$ cat config.mk
export PLATFORM = sky130hd
export DESIGN_NAME = traffic_display_scan
export DESIGN_NICKNAME = d
export VERILOG_FILES = /design/src/rtl/traffic_disp_pkg.sv /design/src/rtl/traffic_display_scan_bcd_to_seg.sv /design/src/rtl/traffic_display_scan.sv
export SDC_FILE = /design/constraint.sdc
export NUM_CORES = 1
export LEC_CHECK = 0
export CORE_MARGIN = 2
export CORE_UTILIZATION = 48
export DETAILED_ROUTE_END_ITERATION = 7
export PLACE_DENSITY_LB_ADDON = 0.25
export SLEW_MARGIN = 20
export SYNTH_ARGS = -nofsm -noshare
export SYNTH_HDL_FRONTEND = slang
export SYNTH_HIERARCHICAL = 1
export SYNTH_SLANG_ARGS = --single-unit
$ cat constraint.sdc
create_clock -name Clk -period 3.24 [get_ports Clk]
set_clock_uncertainty 0.1 [all_clocks]
set_input_delay 0.648 -clock Clk [delete_from_list [all_inputs] [get_ports Clk]]
set_output_delay 0.648 -clock Clk [all_outputs]
set_load 0.01 [all_outputs]
$ cat src/rtl/traffic_disp_pkg.sv
// Shared constants for the traffic display scanner: segment patterns, the blank code
// and the digit-slot index type.
package traffic_disp_pkg;

    localparam logic [6:0] SEG_0     = 7'h3F;
    localparam logic [6:0] SEG_1     = 7'h06;
    localparam logic [6:0] SEG_2     = 7'h5B;
    localparam logic [6:0] SEG_3     = 7'h4F;
    localparam logic [6:0] SEG_4     = 7'h66;
    localparam logic [6:0] SEG_5     = 7'h6D;
    localparam logic [6:0] SEG_6     = 7'h7D;
    localparam logic [6:0] SEG_7     = 7'h07;
    localparam logic [6:0] SEG_8     = 7'h7F;
    localparam logic [6:0] SEG_9     = 7'h6F;
    localparam logic [6:0] SEG_DASH  = 7'h40;
    localparam logic [6:0] SEG_BLANK = 7'h00;

    localparam logic [3:0] BCD_BLANK = 4'hF;

    typedef logic [1:0] slot_idx_t;

    localparam slot_idx_t SLOT_A_L = 2'd0;
    localparam slot_idx_t SLOT_A_H = 2'd1;
    localparam slot_idx_t SLOT_B_L = 2'd2;
    localparam slot_idx_t SLOT_B_H = 2'd3;

endpackage

$ cat src/rtl/traffic_display_scan_bcd_to_seg.sv
// Combinational BCD to 7-segment decoder; codes A..E show a dash, F is blank.
module bcd_to_seg
    import traffic_disp_pkg::*;
(
    input  logic [3:0] code,
    output logic [6:0] seg
);

    always_comb begin
        seg = SEG_DASH;
        case (code)
            4'd0:      seg = SEG_0;
            4'd1:      seg = SEG_1;
            4'd2:      seg = SEG_2;
            4'd3:      seg = SEG_3;
            4'd4:      seg = SEG_4;
            4'd5:      seg = SEG_5;
            4'd6:      seg = SEG_6;
            4'd7:      seg = SEG_7;
            4'd8:      seg = SEG_8;
            4'd9:      seg = SEG_9;
            BCD_BLANK: seg = SEG_BLANK;
            default:   seg = SEG_DASH;
        endcase
    end

endmodule

$ cat src/rtl/traffic_display_scan.sv
// Multiplexed 7-segment scanner for the four countdown digits with per-frame snapshot.
// Optional feature: define LEADING_ZERO_BLANK_EN to blank a tens digit of 0.
module traffic_display_scan
    import traffic_disp_pkg::*;
#(
    parameter int unsigned SCAN_DIV = 1000
)
(
    input  logic       Clk,
    input  logic       Rst_n,
    input  logic [3:0] A_Time_L,
    input  logic [3:0] A_Time_H,
    input  logic [3:0] B_Time_L,
    input  logic [3:0] B_Time_H,
    input  logic       A_Light,
    input  logic       B_Light,
    output logic [6:0] Seg,
    output logic       Dp,
    output logic [3:0] Dig_En,
    output logic       Frame_Start
);

    localparam logic [15:0] PRESC_LAST = 16'(SCAN_DIV - 1);

    logic [15:0] prescaler;
    slot_idx_t   index;
    logic [3:0]  snap_a_l, snap_a_h, snap_b_l, snap_b_h;
    logic        snap_a_light, snap_b_light;

    logic        take;
    logic        last;
    logic [3:0]  next_a_l, next_a_h, next_b_l, next_b_h;
    logic        next_a_light, next_b_light;
    logic [3:0]  sel_code;
    logic        sel_dp;
    logic [6:0]  dec_seg;
    logic [6:0]  shown_seg;

    assign take = (prescaler == 16'd0) && (index == SLOT_A_L);
    assign last = (prescaler == PRESC_LAST);

    // The snapshot cycle forwards the fresh inputs so slot 0 shows them one cycle later.
    always_comb begin
        next_a_l     = take ? A_Time_L : snap_a_l;
        next_a_h     = take ? A_Time_H : snap_a_h;
        next_b_l     = take ? B_Time_L : snap_b_l;
        next_b_h     = take ? B_Time_H : snap_b_h;
        next_a_light = take ? A_Light  : snap_a_light;
        next_b_light = take ? B_Light  : snap_b_light;
    end

    always_comb begin
        sel_code = next_a_l;
        sel_dp   = 1'b0;
        case (index)
            SLOT_A_L: sel_code = next_a_l;
            SLOT_A_H: begin
                sel_code = next_a_h;
                sel_dp   = next_a_light;
            end
            SLOT_B_L: sel_code = next_b_l;
            SLOT_B_H: begin
                sel_code = next_b_h;
                sel_dp   = next_b_light;
            end
        endcase
    end

    bcd_to_seg u_bcd_to_seg (
        .code (sel_code),
        .seg  (dec_seg)
    );

    // Odd slots carry the tens digits.
    always_comb begin
        shown_seg = dec_seg;
`ifdef LEADING_ZERO_BLANK_EN
        if (index[0] && (sel_code == 4'd0)) begin
            shown_seg = SEG_BLANK;
        end
`endif
    end

    always_ff @(posedge Clk) begin
        if (!Rst_n) begin
            prescaler    <= 16'd0;
            index        <= SLOT_A_L;
            snap_a_l     <= BCD_BLANK;
            snap_a_h     <= BCD_BLANK;
            snap_b_l     <= BCD_BLANK;
            snap_b_h     <= BCD_BLANK;
            snap_a_light <= 1'b0;
            snap_b_light <= 1'b0;
            Seg          <= SEG_BLANK;
            Dp           <= 1'b0;
            Dig_En       <= 4'b0000;
            Frame_Start  <= 1'b0;
        end else begin
            prescaler    <= last ? 16'd0 : prescaler + 16'd1;
            if (last) begin
                index <= index + 2'd1;
            end
            snap_a_l     <= next_a_l;
            snap_a_h     <= next_a_h;
            snap_b_l     <= next_b_l;
            snap_b_h     <= next_b_h;
            snap_a_light <= next_a_light;
            snap_b_light <= next_b_light;
            // The final prescaler count of each slot goes dark to avoid ghosting on the switch.
            Seg          <= last ? SEG_BLANK : shown_seg;
            Dig_En       <= last ? 4'b0000 : (4'b0001 << index);
            Dp           <= sel_dp;
            Frame_Start  <= take;
        end
    end

endmodule

* Word-level counts from Yosys, hierarchy flattened
Memories as Yosys holds them, arrays and structs flattened. A register that Yosys moved wholly into a read port is not among the register bits. Index checks and enable logic that the tools add are counted.
Storage, ports and cells: bits in registers 42, ROM bits 112, bits of input ports 20, output and inout port bits 13, word-level logic and storage cells 32, memories kept 1
Cells by class: $add $sub $neg 2, eq/ne operators 4, shifts and indexed selects 1, multiplexer cells 8, bitwise gates (word level) 1, reductions and logical operators 4
Memories:
- (no name shown) | words 16, width 7, read ports 1, clocked after Yosys merged registers in 1, wr ports 0, RTL line traffic_display_scan_bcd_to_seg.sv:11 | case (code)
Operator list (number):
- $add 16x1->16 const B | 1
- $eq 16x10->1 const B | 1
- $logic_not 16->1 | 1
- $mux 4 | 4
- $pmux 4 s4 | 1
- $eq 2x2->1 const B | 2
- $shl 1x2->4 const A | 1
- $add 2x1->2 const B | 1
- $eq 2x1->1 const B | 1
- $logic_not 2->1 | 1
- $mux 1 | 2
- $pmux 1 s2 | 1
- $reduce_or 2->1 | 1
- $logic_and 1x1->1 | 1
- $not 1->1 | 1

* Depth between registers and ports, before layout
word-level depth 4, gate-level depth with buffers 13, mapped depth without buffers 12

* Hierarchy
The synthesis kept the hierarchy.
By module, submodules not included:
- traffic_display_scan | times used 1, cells an instance 208, area each 2069.5 um2, seq. area each 980.9 um2
- bcd_to_seg | times used 1, cells an instance 30, area each 239.0 um2, seq. area each 0.0 um2

* Worst setup path before layout
Ideal clock, no wire load.
kind reg2reg, from register index[0], to register Seg[5], setup time 0.115 ns, arrival 2.933 ns, required time 3.025 ns, slack 0.092 ns, stages on the path, launching flop included 14, buffers on the path 2, clock period less this slack 3.148 ns, cell sequence dfxtp_1 -> inv_1 -> ha_1 -> and4bb_2 -> nand4_4 -> buf_6 -> buf_4 -> mux2i_1 -> a21oi_1 -> inv_1 -> ha_1 -> and2b_1 -> o31a_1 -> and3_1
On the way: longest elaborated chain between the ends 4, elaborated cells between the ends (all ways) 10, those cells by class eq/ne (3); mux (5); reduce/logical (2)
Ends and longest elaborated chain:
- start, declared | RTL line traffic_display_scan.sv:26 | slot_idx_t index;
- start signal, assigned | RTL line traffic_display_scan.sv:101 | index <= index + 2'd1;
- $logic_not 2->1 | RTL line traffic_display_scan.sv:39, traffic_display_scan.sv:55
- $logic_and 1x1->1 | RTL line traffic_display_scan.sv:39 | assign take = (prescaler == 16'd0) && (index == SLOT_A_L);
- $mux 4 (on tied branches)
- $pmux 4 s4 * | RTL line traffic_display_scan.sv:55 | case (index)
- named net sel_code[1] | RTL line traffic_display_scan.sv:34 | logic [3:0] sel_code;
- end, declared | RTL line traffic_display_scan.sv:17 | output logic [6:0] Seg,
Mark *: on every way through the listed nets, which the timed path passes. The rest lies on a longest branch. A chain may end at the register's enable or synchronous reset.

* Final worst setup path
from register index[1], to register Seg[5]
Same word-level chain as after synthesis.

==> flow_summary.json <==
{
  "portBuffers": 32,
  "min_period_over_period_pct": 91.2,
  "slew_viol_final": 0,
  "io-pin-count": 33,
  "post-synth-top-area-cell": "dfxtp_1",
  "dpl_worst_slack_ns": 0.108,
  "status": "finished clean",
  "syn_inst": 238,
  "syn2layout_area_growth_pct": 21.0,
  "numClockSinks": 49,
  "yosysTopAreaCellShare_pct": 42.5,
  "whs_path_depth": 1,
  "grt_overflow": 0,
  "firstDrtPassIters": 4,
  "slowest_delay_ns": 0.39,
  "powerDensity_mw_per_mm2": 457,
  "crit_arrival_ns": 3.10,
  "relSlewSlack_pct": 68.8,
  "use_met1_pct": 24.6,
  "critPathBufInv": 2,
  "core_area_mm2": 0.00469,
  "rsz0062_at_grt": "false",
  "yosysSeqAreaShare_pct": 42.5,
  "worstSetupPathDepth": 12,
  "met3_usage_pct": 4.94,
  "synthTopCellsByArea": "dfxtp_1, ha_1, mux2i_1",
  "max_clock_freq_mhz": 338,
  "num_vias": 1744,
  "worst_slack_ns": 0.285,
  "ys_warn_count": 6,
  "cap_violations": 0,
  "ant_nets": 0,
  "worstSetupEndpointType": "flip-flop",
  "p_leak_nw": 1.14,
  "core.rowCount": 25,
  "clk_pin_slew_ns": 0.08,
  "antennaDiodeCount": 0,
  "grt_max_degree": 16,
  "clock-root-buffer": "clkbuf_8",
  "drive_above_1_share_pct": 13.5,
  "grt_busiest_layer": "met2",
  "crit_path_max_fanout": 14,
  "ir_drop_uv": 219,
  "wl_um": 4260,
  "hold_viol": 0,
  "hpwl_um": 3210,
  "hold_buffers": 0,
  "cp-start-kind": "flip-flop",
  "first_iter_violations": 75,
  "htreeDepth": 2,
  "die_area_mm2": 0.00538,
  "start_util_pct": 49.2,
  "worst_hold_slack_ns": 0.379,
  "hold_path_class": "flip-flop to flip-flop",
  "final_cells": 328,
  "drc": 0,
  "tns_ns": 0,
  "grt_pass1_wl_um": 7400,
  "cts_made_buffers": 5,
  "ys_ff_latch": 49,
  "via_per_inst": 5.32,
  "max-clock-path-buffers": 2,
  "setup_violations": 0,
  "grt_usage_pct": 17.8,
  "finalNetCount": 307,
  "wl_per_cell_um": 13.0,
  "finalCriticalPeriod_ns": 2.96,
  "cp_common_cell": "ha_1",
  "netlist_area_mm2": 0.00231,
  "die_h_um": 73.4,
  "worst_slew_pin_slew_ns": 0.468,
  "place.gp.congestion": 0.848,
  "synthesis.nets": 271,
  "placedCellCount": 321,
  "crit_type": "flip-flop to flip-flop",
  "use_met2_pct": 26.6,
  "die_x_um": 73.4,
  "worstPathCellList": "inv_1 -> ha_1 -> and4bb_2 -> nand4_4 -> mux2_2 -> a221oi_2 -> a21oi_1 -> buf_4 -> ha_1 -> o21ai_0 -> o31a_1 -> and3_1",
  "final_core_utilization_pct": 59.5,
  "synth_cell_type_count": 42,
  "grt_pass1_vias": 1588,
  "cts_tree": "done",
  "fillCellCount": 432,
  "reg2regPathDepth": 12,
  "antenna_found_initial": 0,
  "crit_slowest_cell": "mux2_2",
  "avgSynthCellArea_um2": 9.70,
  "critPathTopFamily": "compound AO/OA/AOI/OAI gates",
  "clkLatencyLatePin_ns": 0.30,
  "cp.required_ns": 3.38
}
## final cells by class
cell class / instances / area, um^2 / area share (%)
inverters: 12 / 45.0 / 1.61
well taps: 54 / 67.6 / 2.42
flip-flops and latches: 49 / 982 / 35.2
clock buffers: 7 / 86.3 / 3.09
repair buffers: 40 / 380 / 13.6
multi-input cells: 166 / 1230 / 44.1
## state kept, by name, summed over array words and instances (netlist names)
name,cells
prescaler,16
Seg,7
Dig_En,4
snap_a_h,4
snap_a_l,4
snap_b_h,4
snap_b_l,4
index,2
Dp,1
Frame_Start,1
snap_a_light,1
snap_b_light,1
## cell families after synthesis
| kind of cell | count (synthesis) | synth area share (%) |
|---|---|---|
| AOI/OAI and AO/OA | 31 | 10.0 |
| xor gates and xnor gates | 13 | 4.93 |
| DFF | 49 | 42.5 |
| buffers and inverters | 23 | 4.61 |
| and+or+nand+nor | 89 | 21.8 |
| muxes | 20 | 9.05 |
| adders and majority gates | 13 | 7.05 |
## worst paths after layout
path	from	slack, ns	endpoint
setup reg to reg	index[1]$_SDFFE_PN0P_	0.28	Seg[5]$_SDFF_PP0_
setup / recovery	index[1]$_SDFFE_PN0P_	0.28	Seg[5]$_SDFF_PP0_
hold / removal	prescaler[0]$_SDFF_PP0_	0.38	prescaler[0]$_SDFF_PP0_
hold reg to reg	prescaler[0]$_SDFF_PP0_	0.38	prescaler[0]$_SDFF_PP0_
## stage by stage
stage	total power, W	area (um^2)
floorplan	0.000843	2310
global placement	0.000925	2700
detailed placement	0.000928	2700
CTS	0.00128	2780
global route	0.00134	2790
finish	0.00128	2790
## layout by cell type, fill, tap and decap left out, drive strengths merged
cell type / count
ha: 13
nor4: 4
a221oi: 4
mux2: 7
o32ai: 1
clkdlybuf4s50: 32
a21oi: 8
nand2b: 1
clkbuf: 7
nand4: 3
o22ai: 2
a22oi: 5
nor2b: 4
xnor2: 9
buf: 8
xor2: 4
dfxtp: 49
o21ai: 4
and2: 3
inv: 12
and2b: 1
nand2: 23
or3: 1
a21o: 1
mux2i: 13
and4: 1
nand3: 6
nor2: 18
and3: 10
nor3: 9
a221o: 4
and4bb: 1
o21a: 1
o31a: 1
or2: 4
## Yosys cell counts, drive strengths merged
cell	count
mux2	7
and4bb	1
nor4	4
xnor2	9
and3	10
nand3	6
nor2b	4
nand2b	1
o22ai	2
o21ai	4
dfxtp	49
nand4	3
xor2	4
nand2	23
or2	4
o32ai	1
nor2	18
a21o	1
a221o	4
inv	12
or3	1
ha	13
and4	1
a221oi	4
o21a	1
clkbuf	7
buf	4
and2	3
a22oi	5
o31a	1
a21oi	8
and2b	1
nor3	9
mux2i	13
## repair_timing
action                                  in CTS  in global routing
gates resized for setup                      0                  4
endpoints found under the hold margin        0                  0
endpoints found under the setup margin       0                  6
setup buffers                                0                  0
## power by group
part / switching (W) / total [W] / internal, W
clock: 0.000191 / 0.000360 / 0.000170
sequential: 0.0000136 / 0.000654 / 0.000640
combinational: 0.000121 / 0.000263 / 0.000142
total: 0.000326 / 0.00128 / 0.000951
## layer usage
| metal | part of all wire [%] | routed length, um | vias to the layer above |
|---|---|---|---|
| met3 | 4.0 | 172 | 7 |
| met5 | 0 | 0 | - |
| li1 | - | - | 891 |
| met1 | 51 | 2160 | 812 |
| met2 | 44 | 1870 | 34 |
| met4 | 1.3 | 56 | 0 |
(Power assumes the default switching activity.)
